[src/rtl/ctrl_pkg.sv]
// Shared opcode constants, control-field encodings and the per-stage control bundles
// carried down the RV32I pipeline.
package ctrl_pkg;

    localparam logic [6:0] OP_LOAD   = 7'b0000011;
    localparam logic [6:0] OP_STORE  = 7'b0100011;
    localparam logic [6:0] OP_R      = 7'b0110011;
    localparam logic [6:0] OP_BRANCH = 7'b1100011;
    localparam logic [6:0] OP_IALU   = 7'b0010011;
    localparam logic [6:0] OP_JAL    = 7'b1101111;
    localparam logic [6:0] OP_JALR   = 7'b1100111;
    localparam logic [6:0] OP_LUI    = 7'b0110111;
    localparam logic [6:0] OP_AUIPC  = 7'b0010111;

    typedef enum logic [2:0] {IMM_I = 3'b000, IMM_S = 3'b001, IMM_B = 3'b010,
                              IMM_J = 3'b011, IMM_U = 3'b100} imm_src_e;
    typedef enum logic [1:0] {RES_ALU = 2'b00, RES_MEM = 2'b01,
                              RES_PC4 = 2'b10, RES_IMM = 2'b11} result_src_e;
    typedef enum logic [1:0] {ALUOP_ADD = 2'b00, ALUOP_BR = 2'b01,
                              ALUOP_FUNCT = 2'b10} alu_op_e;

    typedef struct packed {
        logic       reg_write;
        logic       alu_src;
        logic       mem_write;
        logic [1:0] result_src;
        logic       branch;
        logic [1:0] alu_op;
        logic       jump;
        logic       jalr_sel;
        logic       alu_a_src;
        logic       valid;
        logic       illegal;
    } ctrl_t;

    typedef struct packed {
        logic       reg_write;
        logic       mem_write;
        logic [1:0] result_src;
        logic       valid;
        logic       illegal;
    } mem_ctrl_t;

    typedef struct packed {
        logic       reg_write;
        logic [1:0] result_src;
        logic       valid;
        logic       illegal;
    } wb_ctrl_t;

    localparam ctrl_t     CTRL_BUBBLE = '0;
    localparam mem_ctrl_t MEM_BUBBLE  = '0;
    localparam wb_ctrl_t  WB_BUBBLE   = '0;

endpackage

[src/rtl/rv32_main_decoder.sv]
// Combinational RV32I main decoder: opcode -> control bundle and immediate select.
// Zero latency; no flow control. Illegal opcodes give all-zero controls with illegal=valid.
module rv32_main_decoder
    import ctrl_pkg::*;
#(
    parameter bit EXT_OPS = 1'b1
) (
    input  logic [6:0] op,
    input  logic       valid,
    output logic [2:0] imm_src,
    output ctrl_t      ctrl
);

    always_comb begin
        ctrl    = CTRL_BUBBLE;
        imm_src = IMM_I;
        if (valid) begin
            ctrl.valid = 1'b1;
            case (op)
                OP_LOAD: begin
                    ctrl.reg_write  = 1'b1;
                    ctrl.alu_src    = 1'b1;
                    ctrl.result_src = RES_MEM;
                end
                OP_STORE: begin
                    imm_src        = IMM_S;
                    ctrl.alu_src   = 1'b1;
                    ctrl.mem_write = 1'b1;
                end
                OP_R: begin
                    ctrl.reg_write = 1'b1;
                    ctrl.alu_op    = ALUOP_FUNCT;
                end
                OP_BRANCH: begin
                    imm_src     = IMM_B;
                    ctrl.branch = 1'b1;
                    ctrl.alu_op = ALUOP_BR;
                end
                OP_IALU: begin
                    if (EXT_OPS) begin
                        ctrl.reg_write = 1'b1;
                        ctrl.alu_src   = 1'b1;
                        ctrl.alu_op    = ALUOP_FUNCT;
                    end else begin
                        ctrl.illegal = 1'b1;
                    end
                end
                OP_JAL: begin
                    if (EXT_OPS) begin
                        imm_src         = IMM_J;
                        ctrl.reg_write  = 1'b1;
                        ctrl.result_src = RES_PC4;
                        ctrl.jump       = 1'b1;
                    end else begin
                        ctrl.illegal = 1'b1;
                    end
                end
                OP_JALR: begin
                    if (EXT_OPS) begin
                        ctrl.reg_write  = 1'b1;
                        ctrl.alu_src    = 1'b1;
                        ctrl.result_src = RES_PC4;
                        ctrl.jump       = 1'b1;
                        ctrl.jalr_sel   = 1'b1;
                    end else begin
                        ctrl.illegal = 1'b1;
                    end
                end
                OP_LUI: begin
                    if (EXT_OPS) begin
                        imm_src         = IMM_U;
                        ctrl.reg_write  = 1'b1;
                        ctrl.result_src = RES_IMM;
                    end else begin
                        ctrl.illegal = 1'b1;
                    end
                end
                OP_AUIPC: begin
                    if (EXT_OPS) begin
                        imm_src        = IMM_U;
                        ctrl.reg_write = 1'b1;
                        ctrl.alu_src   = 1'b1;
                        ctrl.alu_a_src = 1'b1;
                    end else begin
                        ctrl.illegal = 1'b1;
                    end
                end
                default: ctrl.illegal = 1'b1;
            endcase
        end
    end

endmodule

[src/rtl/control_pipeline.sv]
// RV32I control path: decode in D, then ID/EX, EX/MEM, MEM/WB control registers.
// D->E 1 edge, W after 3 edges; only ID/EX can be flushed, no stalls; retire counter on W.
module control_pipeline
    import ctrl_pkg::*;
#(
    parameter bit EXT_OPS = 1'b1,
    parameter int CNT_W   = 32
) (
    input  logic             clk,
    input  logic             rst,
    input  logic [6:0]       Op_D,
    input  logic             valid_D,
    input  logic             FlushE,
    output logic [2:0]       ImmSrc_D,
    output logic             RegWrite_E,
    output logic             MemWrite_E,
    output logic             Branch_E,
    output logic             Jump_E,
    output logic             JalrSel_E,
    output logic             ALUSrc_E,
    output logic             ALUASrc_E,
    output logic [1:0]       ALUOp_E,
    output logic [1:0]       ResultSrc_E,
    output logic             RegWrite_M,
    output logic             MemWrite_M,
    output logic [1:0]       ResultSrc_M,
    output logic             RegWrite_W,
    output logic [1:0]       ResultSrc_W,
    output logic             valid_W,
    output logic             illegal_W,
    output logic             illegal_seen,
    output logic [CNT_W-1:0] retired_cnt
);

    ctrl_t            dec_ctrl;
    ctrl_t            ex_d, ex_q;
    mem_ctrl_t        mem_d, mem_q;
    wb_ctrl_t         wb_d, wb_q;
    logic [CNT_W-1:0] cnt_d, cnt_q;
    logic             seen_d, seen_q;

    rv32_main_decoder #(.EXT_OPS(EXT_OPS)) u_dec (
        .op      (Op_D),
        .valid   (valid_D),
        .imm_src (ImmSrc_D),
        .ctrl    (dec_ctrl)
    );

    always_comb begin
        // A flushed slot is a plain bubble, so an illegal opcode there is never flagged.
        ex_d = FlushE ? CTRL_BUBBLE : dec_ctrl;

        mem_d.reg_write  = ex_q.reg_write;
        mem_d.mem_write  = ex_q.mem_write;
        mem_d.result_src = ex_q.result_src;
        mem_d.valid      = ex_q.valid;
        mem_d.illegal    = ex_q.illegal;

        wb_d.reg_write   = mem_q.reg_write;
        wb_d.result_src  = mem_q.result_src;
        wb_d.valid       = mem_q.valid;
        wb_d.illegal     = mem_q.illegal;

        cnt_d = cnt_q;
        if (wb_q.valid && !wb_q.illegal) begin
            cnt_d = cnt_q + CNT_W'(1);
        end
        seen_d = seen_q | (wb_q.valid & wb_q.illegal);
    end

    always_ff @(posedge clk or negedge rst) begin
        if (!rst) begin
            ex_q   <= CTRL_BUBBLE;
            mem_q  <= MEM_BUBBLE;
            wb_q   <= WB_BUBBLE;
            cnt_q  <= '0;
            seen_q <= 1'b0;
        end else begin
            ex_q   <= ex_d;
            mem_q  <= mem_d;
            wb_q   <= wb_d;
            cnt_q  <= cnt_d;
            seen_q <= seen_d;
        end
    end

    assign RegWrite_E   = ex_q.reg_write;
    assign MemWrite_E   = ex_q.mem_write;
    assign Branch_E     = ex_q.branch;
    assign Jump_E       = ex_q.jump;
    assign JalrSel_E    = ex_q.jalr_sel;
    assign ALUSrc_E     = ex_q.alu_src;
    assign ALUASrc_E    = ex_q.alu_a_src;
    assign ALUOp_E      = ex_q.alu_op;
    assign ResultSrc_E  = ex_q.result_src;
    assign RegWrite_M   = mem_q.reg_write;
    assign MemWrite_M   = mem_q.mem_write;
    assign ResultSrc_M  = mem_q.result_src;
    assign RegWrite_W   = wb_q.reg_write;
    assign ResultSrc_W  = wb_q.result_src;
    assign valid_W      = wb_q.valid;
    assign illegal_W    = wb_q.illegal;
    assign illegal_seen = seen_q;
    assign retired_cnt  = cnt_q;

endmodule

[config.mk]
export PLATFORM = sky130hd
export DESIGN_NAME = control_pipeline
export DESIGN_NICKNAME = d
export VERILOG_FILES = /design/src/rtl/ctrl_pkg.sv /design/src/rtl/rv32_main_decoder.sv /design/src/rtl/control_pipeline.sv
export SDC_FILE = /design/constraint.sdc
export NUM_CORES = 1
export LEC_CHECK = 0
export CAP_MARGIN = 5
export CORE_AREA = 2 2 83 85
export DETAILED_ROUTE_END_ITERATION = 16
export DIE_AREA = 0 0 85 87
export PLACE_DENSITY = 0.67
export REMOVE_ABC_BUFFERS = 1
export SYNTH_ARGS = -nofsm -noshare
export SYNTH_HDL_FRONTEND = slang
export SYNTH_HIERARCHICAL = 1
export SYNTH_SLANG_ARGS = --single-unit
[constraint.sdc]
create_clock -name clk -period 2.3 [get_ports clk]
set_clock_uncertainty 0.2 [all_clocks]
set_input_delay 0.575 -clock clk [delete_from_list [all_inputs] [get_ports clk]]
set_output_delay 0.575 -clock clk [all_outputs]
set_load 0.02 [all_outputs]
Yosys cells after proc, flatten, opt, wreduce, memory -nomap -nowiden:

Cells that the tools add are included.

* mux-type cells: 14
* add/subtract/negate cells: 1
* reduce and logical (&&, ||, !) cells: 8
* magnitude comparators: 0
* $mul: 0
* div/mod/pow operators: 0
* equal/unequal tests: 9
* bitwise operators: 2
* shifts and indexed selects: 0

Operators by type and width (number)
* 32-bit by 1-bit adder with 32-bit output, second input constant: 1
* 13-bit two-way mux: 2
* 7-bit by 6-bit == test with 1-bit output, second input constant: 3
* 7-bit == test, second input constant: 3
* 7-bit by 5-bit == test with 1-bit output, second input constant: 2
* 3-bit case mux with 4 select lines: 1
* 9-bit OR reduction: 1
* 1-bit two-way mux: 8
* 7-bit by 2-bit == test with 1-bit output, second input constant: 1
* 7-bit OR reduction: 1
* 2-bit case mux with 3 select lines: 1
* 2-bit OR reduction: 3
* 5-bit OR reduction: 1
* 2-bit case mux with 2 select lines: 1
* 3-bit two-way mux: 1
* 1-bit bitwise AND: 1
* 1-bit logical AND: 1
* 1-bit logical NOT: 1
* 1-bit OR: 1

* bits in latches: 0
* register bits: 57
* logic and storage cells: 56
* memories: 0
* input bits: 11
* output and inout port bits: 56
* memory bits (read-only): 0
* memory bits (writable): 0

Longest topological paths before layout:

Gate-level depths: netlist (run 1).

* depth in word-level cells: 5
* mapped depth: 6
* depth with buffers taken out: 5

Modules after synthesis:

The synthesis (run 1) kept the hierarchy.

Modules (own cells, without submodules)
* control_pipeline: cells an instance 174, area an instance 2253.4 sq um, seq. area each 1426.4 sq um, instances 1
* rv32_main_decoder: cells an instance 43, area an instance 281.5 sq um, seq. area each 0.0 sq um, instances 1

Least setup slack after synthesis (run 1):

Ideal clock, no wire load.

* kind: input -> output
* start point: input port Op_D[6]
* end point: output port ImmSrc_D[0]
* cell stages on the path: 3
* arrival: 1610 ps
* path buffers: 1
* data required time: 1525 ps
* path slack: -85 ps
* cell sequence: buf_2 -> or3_1 -> a211oi_1

* longest elaborated chain between the ends: 4
* elaborated cells on any way between the ends: 8
* classes of those cells: 5 x eq/ne; 2 x mux; 1 x reduce/logical

RTL lines
* from (decl): RTL line control_pipeline.sv:11 `input logic [6:0] Op_D,`
* 7-bit by 6-bit == test with 1-bit output or 7-bit by 5-bit == test with 1-bit output (tied branches): RTL line rv32_main_decoder.sv:19 `case (op)`
* 2-bit OR reduction (no source line)
* 3-bit case mux with 4 select lines *: RTL line rv32_main_decoder.sv:19
* 3-bit two-way mux *: RTL line rv32_main_decoder.sv:17 `if (valid) begin`
* to (decl): RTL line control_pipeline.sv:14 `output logic [2:0] ImmSrc_D,`

Every way passes the cells marked *; elsewhere a longest branch is shown, timed or not.

Worst setup path in the final report (run 1):

* start point: input port Op_D[3]
* end point: output port ImmSrc_D[0]

Same word-level chain as after synthesis.

==> run summary, run 1 <==
The worst-case hold slack came out at 0.04110 ns. The tools report the global-route usage over all layers as 14.91%. The pre-antenna-repair detailed-routing pass consisted of 4 iterations. The clock tree synthesis step divided the H-tree into 3 levels.

The synthesized flop and latch total came out at 57. The area growth from synthesis to layout is 39.59%. Setup violations remaining at the end of the flow were counted as 0. The kind of cell with the highest combined delay along the critical path is simple AND/OR/NAND/NOR gates. Sequential cells were found to cover 56.27% of the synthesized design area.

Of all nets on the critical path, the largest fanout is 3. The logs give 1.52 ns for the worst endpoint required time and 1.588 nW for the static leakage. Of the total synthesized cell area, the portion taken by AND, OR, NAND and NOR gates is 24.88%. The width of the chip works out to 85 um. The number of antenna cells inserted was 0; the total negative setup slack was 0 ns. The starting density of the core was 38.59%; the switching part of the total was 27.01%. The congestion estimate from routability-driven global placement came to 0.7996.

In this run the power spent charging and discharging nets is 0.6147 mW. The finished cells cover 3538 um^2. Max-cap violations in this run came to 0.

The root buffer cell is sky130_fd_sc_hd__clkbuf_8. The number of cells on the worst reg-to-reg path is 5. After floorplanning, the core was divided into 30 placement rows. The end of the worst register-to-register path was retired_cnt[24]. Summed over all layers, the routed wires come to 4.975 mm. The worst setup path is captured at an output port. At the worst endpoint, the arrival time is 1.45 ns.

The number of global-route vias before repair is 1,833, and the area of the multi-input gates is 1039 um^2. The mux share of post-synthesis cell area is 0.4442%. The final critical path takes up 96.91% of the cycle. After the first detailed-routing iteration, the DRC count stood at 77. The share of the synthesized area in the top cell type is 56.27%. The run gives 600 as the fill cell instance count of the final layout. The run gives 0 as the residual overflow from global routing. Dividing total power by cell area gives a power density of 643.1 nW/um^2. The combinational family with the most area after synthesis is simple AND/OR/NAND/NOR gates. Derived from the worst setup path, the maximum achievable clock frequency is 448.6 MHz. The synthesized netlist contains 42 unique library cells. The total number of clock tree sinks came out at 57.

TritonCTS built the clock tree. The tools report the total standard cell area after synthesis as 2535 um^2. In the post-route analysis, the smallest setup slack over all paths is 0.07107 ns. The max-slew violation total from the final report is 0. Of the total power, registers draw 49.5%. The number of buffers and inverters on the critical path is 2. After detailed routing, the number of remaining DRC violations is 0. Entering global routing, the biggest net connects 32 pins.

The largest incremental delay on the critical path was 0.38 ns; the final period demand of the worst path was 2.229 ns. The net count of the finished layout is 312. The synthesized netlist devotes 2.764% of its cell area to compound gates. The flow ran to the end, and the final reports show no timing, DRC or antenna violations.

The worst setup path is of the input port to output port kind. The clock reaches the later pin of the worst-skew pair after 0.32 ns. Summing all flip-flop and latch instances after layout gives 1426 um^2. The synthesized netlist devotes 11.06% of its cell area to XOR and XNOR gates.

Startpoint kind of the worst setup timing path: an input port. The number of warning messages in the yosys log is 6, and the mean cell area of the mapped netlist is 11.68 um^2. The global-route wire length before repair is 8.562 mm. The post-synthesis cell type with the largest combined area was sky130_fd_sc_hd__dfrtp_1. The worst-case headroom to the max-slew limit is 64.86%, and the post-placement cell area is 3326 um^2.

The worst register-to-register path begins at retired_cnt[0]. Before CTS, the worst setup slack after placement is -0.7619 ns. The number of hold buffers added after CTS was 0.

Clock slew seen by the registers of the worst setup and hold paths: 0.06 ns. In the final routed layout, each cell accounts on average for 12.92 um. The tools report the share of total power in the clock network as 35.6%.

The internal power was 1.661 mW; the transition time of the tightest slew-check pin was 0.5231 ns. Input and output buffers added on the ports amount to 66. For this run, asynchronously set or reset flops after synthesis account for 100.0%. The worst min-delay path class is input port to asynchronous set/reset pin. Fraction of final layout cells with drive strength greater than 1: 18.69%. Cell with the largest stage delay on the worst path: sky130_fd_sc_hd__or3_1. The region available for standard cell placement spans 6569 um^2. The logs give 14.9% for the combinational share of power and 7395 um^2 for the area enclosed by the die boundary.

The number of nets still failing antenna checks after routing was 0; the initial antenna violation count was 0. Traced cell by cell, the critical path runs through clkbuf_2 -> or3_1 -> a211oi_2 -> buf_4. Across the VDD grid, the largest voltage drop is 0.0003390 V. The tools report the worst setup slack for register-to-register paths as 0.37 ns. The number of primary I/O pins is 67, and the count of flip-flops with a built-in enable after synthesis is 0. The hold violation total from the final report is 0. For this run, the leading register cell type out of synthesis is sky130_fd_sc_hd__dfrtp_1. The synthesized netlist devotes 0.4936% of its cell area to adder and majority cells. Setup repair after global routing left no endpoint under its margin. The half-perimeter wire length of the detailed placement result is 3.729 mm. The post-synthesis instance total is 217. The run gives 1,857 as the overall via count from detail_route. TritonCTS created 9 clock buffers. By area the synthesized netlist is led by sky130_fd_sc_hd__dfrtp_1, sky130_fd_sc_hd__xnor2_1, sky130_fd_sc_hd__nor2b_1. The die height works out to 87 um. Sorting the synthesized cells by how often they occur yields sky130_fd_sc_hd__dfrtp_1, sky130_fd_sc_hd__xnor2_1, sky130_fd_sc_hd__nand3_1, sky130_fd_sc_hd__nor2_1, sky130_fd_sc_hd__nor2b_1. The maximum buffer depth of the clock tree is 2.

The most frequently used cell type in the post-synthesis netlist was sky130_fd_sc_hd__dfrtp_1. Using the TritonRoute via totals, the vias-per-cell ratio works out to 4.823.
==> flip-flops by register name (all words and copies together), names as in the netlist <==
| name | count |
|---|---|
| RegWrite_W | 1 |
| JalrSel_E | 1 |
| RegWrite_E | 1 |
| illegal_seen | 1 |
| MemWrite_M | 1 |
| Jump_E | 1 |
| RegWrite_M | 1 |
| retired_cnt | 32 |
| ResultSrc_W | 2 |
| MemWrite_E | 1 |
| ResultSrc_E | 2 |
| ResultSrc_M | 2 |
| valid_W | 1 |
| ALUOp_E | 2 |
| ex_q | 2 |
| ALUASrc_E | 1 |
| ALUSrc_E | 1 |
| mem_q | 2 |
| Branch_E | 1 |
| illegal_W | 1 |
==> stage by stage <==
step / total power, mW / cells / utilization (%)
global route: 2.391 / 385 / 53.87
CTS: 2.311 / 385 / 53.77
finish: 2.275 / 385 / 53.87
detailed placement: 1.486 / 366 / 50.63
floorplan: 1.285 / 204 / -
global placement: 1.476 / 366 / 50.63
==> logic make-up after synthesis <==
logic type | after synthesis
buffers and inverters | 18
AND/OR/NAND/NOR | 99
XOR/XNOR | 32
adder cells (fa/ha/maj) | 1
multiplexers | 1
AO/OA/AOI/OAI | 9
flip-flops | 57
==> timing repair <==
action,4_1_cts,5_1_grt
hold endpoints to repair,0,0
pin swaps,2,4
cloned,0,0
resized for setup,32,9
buffers inserted,3,0
setup endpoints to repair,3,4
==> placed cells by master (no fill, tap or decap), drive strengths merged, types with 2 or more instances in the layout <==
master / count
nand4b: 3
o21bai: 2
and3: 4
xnor2: 26
nor3: 5
dlygate4sd2: 4
nand4: 11
or3: 3
clkdlybuf4s50: 53
nand3: 14
nand2: 13
nand2b: 2
inv: 4
and2: 4
buf: 23
clkinv: 4
xor2: 6
a211oi: 2
nor4: 4
dfrtp: 57
clkbuf: 16
nor2: 14
and4: 4
nor2b: 14
==> power by group through the flow <==
stage	Sequential, mW	Clock (mW)	Combinational [mW]
3_5_place_dp	1.15	0	0.339
5_1_grt	1.14	0.880	0.372
2_1_floorplan	1.19	0	0.0903
4_1_cts	1.13	0.836	0.345
6_report	1.13	0.809	0.339
3_3_place_gp	1.14	0	0.332
==> worst max-delay path by stage <==
stage | end | cells after the start | from
finish | ImmSrc_D[0] | 4 | Op_D[3]
detailed placement | ImmSrc_D[2] | 5 | Op_D[0]
CTS | ImmSrc_D[0] | 4 | Op_D[3]
global route | retired_cnt[4] | 1 | retired_cnt[4]
global placement | ImmSrc_D[0] | 4 | Op_D[3]
floorplan | ImmSrc_D[0] | 2 | Op_D[3]
==> routing by layer <==
metal	up-vias	GRT usage [%]	wire, um
met5	-	0	0
met4	0	6.494	63
met3	7	5.782	339
met2	50	23.93	2399
met1	898	17.90	2172
li1	902	-	-
==> cell type report <==
cell class | count | area share [%]
multi-input combinational | 142 | 29.35
clock inverter | 3 | 0.4243
tap | 80 | 2.829
timing repair buffer | 85 | 22.07
inverter | 5 | 0.5304
clock buffer | 13 | 4.491
sequential | 57 | 40.31
==> worst register-to-register path, stage by stage, from the launching register on <==
cell                      delay [ns]
sky130_fd_sc_hd__dfrtp_1        0.40
sky130_fd_sc_hd__ha_1           0.18
sky130_fd_sc_hd__and4b_1        0.30
sky130_fd_sc_hd__and4_1         0.42
sky130_fd_sc_hd__nand4_1        0.17
sky130_fd_sc_hd__xnor2_1        0.15
No activity file was read; power rests on OpenSTA's default activity.
==> run 2, diff against run 1 <==
Settings changed: GPL_ROUTABILITY_DRIVEN set to 0, GPL_TIMING_DRIVEN set to 0.
==> run 2 against run 1 <==
Maximum frequency fell by 1.5%. Non-clock buffer count shrank 18. Design area down 3.7%. Sequential cell count is the same. Die area stayed put. Sequential share of layout area rose by 1.6 points. Worst setup slack worse by 0.033 ns. Utilization is 2.0 points lower. Sequential power about the same. Via count fell by 3.7%. Global-route usage fell by 0.39 points. Cell count shrank 4.9%. Largest cell class unchanged.
==> run summary, run 2 (same netlist as run 1, synthesis figures left out) <==
The top fanout value on the critical path was 14 (+11). The global-route usage over all layers was 14.52% (-0.39 points). The hold violation total from the final report came out at 0 (unchanged).

The count of buffers inserted at the top-level ports was 66 (unchanged). Following the worst setup path forward leads to its endpoint at ImmSrc_D[0]. Dominant delay contributor by cell family on the critical path: simple AND/OR/NAND/NOR gates.

The final period demand of the worst path was 2.262 ns (+0.03321 ns); the final setup slack of the worst path was 0.03786 ns (-0.03321 ns). The startpoint kind of the worst setup timing path was an input port. Nature of the critical path endpoint: an output port. The run gives 0.08528 ns (+0.04418 ns) as the worst-case hold slack. The final core utilization is 51.85% (-2.0 points). The DRC violations left was 0 (unchanged); the starting density of the core was 38.59% (unchanged).

The worst setup path is of the input port to output port kind. The logic depth of the worst register-to-register path came out at 4 (-1). The detailed-route wire length is 4.997 mm (+0.44%), and the logic depth of the worst path, buffers included is 4 (unchanged). For the initial antenna violation count, the log shows 0 (unchanged). The detailed-route vias per instance came out at 4.885 (+1.3%).

The flow ran to the end, and the final reports show no timing, DRC or antenna violations. The worst-case headroom to the max-slew limit is 53.58% (-11 points). The tools report the maximum vdd drop as 0.0002977 V (-12%).

Worst endpoint required time: 1.52 ns (about the same). The total of max-cap violations was 0 (unchanged). The maximum buffer depth of the clock tree was 2 (unchanged); the total length of routed met2 wires was 2.383 mm (-0.67%). The global-route wire length before repair is 8.293 mm (-3.1%).

The overall via count from detail_route was 1,788 (-3.7%). Count of routing violations after the opening detailed-route iteration: 105 (+36%). Width of the chip: 85 um (unchanged).

The cell sitting at the root of the clock tree is a sky130_fd_sc_hd__clkbuf_8. The number of flip-flops under the largest register name is 32 (unchanged), and the arrival time at the worst endpoint is 1.49 ns (+0.04 ns). Setup repair after global routing left no endpoint under its margin. The portion of the clock cycle consumed by the worst path in the final layout works out to 98.35% (+1.4 points). The logs give 9 (unchanged) for the number of buffers added by the clock tree synthesis step and 67 (unchanged) for the number of primary I/O pins.

The setup slack at placement is -1.023 ns (-0.2608 ns). The worst register-to-register path begins at illegal_W. The tools report the total number of clock tree sinks as 57 (unchanged).

The average wire per standard cell was 13.65 um (+5.7%). The path class of the tightest hold or removal check is input port to asynchronous set/reset pin. The transition time of the tightest slew-check pin works out to 0.6963 ns (+0.1732 ns). The signal on the critical path passes through buf_6 -> or3_4 -> a211oi_2 -> buf_4.

The run gives 0.30 ns (-0.07 ns) as the worst setup slack for register-to-register paths. The number of buffer and inverter stages on the critical path works out to 2 (unchanged). The cell with the largest stage delay on the worst path is sky130_fd_sc_hd__or3_4.

The run gives 0.33 ns (about the same) as the clock latency of the later-clocked register in the worst-skew pair. The tools report the end of the worst register-to-register path as retired_cnt[29]. The post-layout net count came out at 294 (-5.8%). The tools report the number of antenna cells inserted as 0 (unchanged). The tools report the half-perimeter wire length of the detailed placement result as 3.545 mm (-5.0%). The run gives 0 (unchanged) as the max-slew violation total from the final report. The highest signal layer in the routed design is met4. Largest net degree at the start of global routing: 32 (unchanged). Number of placed instances with taps included: 351 (-4.1%).

The number of rows in the core area is 30 (unchanged). The wire length on met1 was 2.178 mm (+0.28%). The run gives 0 (-3) as the post-CTS repair timing setup buffer count. The most critical setup path has its startpoint at Op_D[2]. The number of endpoints failing setup at the final stage was 0 (unchanged); the clock slew seen by the registers of the worst setup and hold paths was 0.07 ns (about the same). In the layout the commonest cells are sky130_fd_sc_hd__dfrtp_1, sky130_fd_sc_hd__clkdlybuf4s50_1, sky130_fd_sc_hd__xnor2_1, sky130_fd_sc_hd__nor2b_1, sky130_fd_sc_hd__nor2_1. The number of nets still failing antenna checks after routing is 0 (unchanged), and the number of iterations in the first detailed-routing pass is 4 (unchanged).

The met3 wire length is 289 um (-15%). The maximum level of the CTS H-tree was 3 (unchanged); the static leakage was 1.508 nW (-5.1%). The run gives 1,741 (-5.0%) as the number of global-route vias before repair. The final instance count without filler cells came out at 366 (-4.9%). The die height works out to 87 um (unchanged).

Area enclosed by the die boundary: 7395 um^2 (unchanged). The fraction of final layout cells with drive strength greater than 1 was 15.03% (-3.7 points); the post-synthesis to final-layout area growth was 34.35%. TritonCTS built the clock tree.

The upper clock frequency limit came out at 442.1 MHz (-1.5%). Leaving out fill and tap cells, the most frequent cell in the layout is sky130_fd_sc_hd__dfrtp_1. The logs give 6569 um^2 (unchanged) for the placeable core area and 0 (unchanged) for the residual overflow from global routing.

The areal power density over the cells is 694.2 nW/um^2 (+8.0%), and the largest incremental delay on the critical path is 0.38 ns (about the same).
-- run 2: cell types whose count changed in the layout (fill, tap and decap cells not counted), sizes merged --
| cell | previous run | this run |
|---|---|---|
| buf | 23 | 8 |
| clkdlybuf4s15 | 1 | 0 |
| bufinv | 0 | 1 |
| dlygate4sd2 | 4 | 0 |
| clkbuf | 16 | 17 |
| clkinv | 4 | 3 |
-- run 2: worst min path at each step --
stage | start | end | slack (ns) | cells past startpoint
after global placement | mem_q[1] | valid_W | 0.14 | 0
after floorplan | rst | ALUASrc_E | 0.08 | 0
after detailed placement | mem_q[1] | valid_W | 0.13 | 0
after CTS | rst | retired_cnt[13] | 0.1 | 1
after global routing | rst | retired_cnt[14] | 0.13 | 1
final | rst | retired_cnt[13] | 0.09 | 1
-- run 2: where the power goes --
group | internal (mW) | leakage (nW) | switching [mW] | total, mW
combinational | 0.144 | 0.629 | 0.169 | 0.313
clock | 0.550 | 0.102 | 0.374 | 0.924
sequential | 1.05 | 0.776 | 0.0724 | 1.13
-- run 2: final cells by class --
cell class / instances / area, um^2
flip-flops and latches: 57 / 1426
repair buffers: 67 / 634.4
well taps: 80 / 100.1
clock buffers: 12 / 155.1
fillers: 599 / 3163
inverters: 5 / 18.77
multi-input cells: 142 / 1031
clock inverters: 3 / 40.04
-- run 2: per-stage QoR --
stage               power [mW]  area, um^2   TNS, ns
finish                   2.364        3406         0
global route             2.476        3406         0
CTS                      2.400        3426  -0.03963
detailed placement       1.469        3226    -2.780
global placement         1.460        3211    -77.67
floorplan                1.285        2450         0
-- run 2: metal layers --
metal  track usage, %  vias up
met5                0        -
met4            9.668        0
met3            3.791       13
met2            22.16       63
met1            18.15      844
li1                 -      868
-- run 2: repair_timing --
action	in CTS	in global routing
hold buffers	0	0
endpoints found under the setup margin	3	4
pin swaps	1	2
resized for setup	39	16
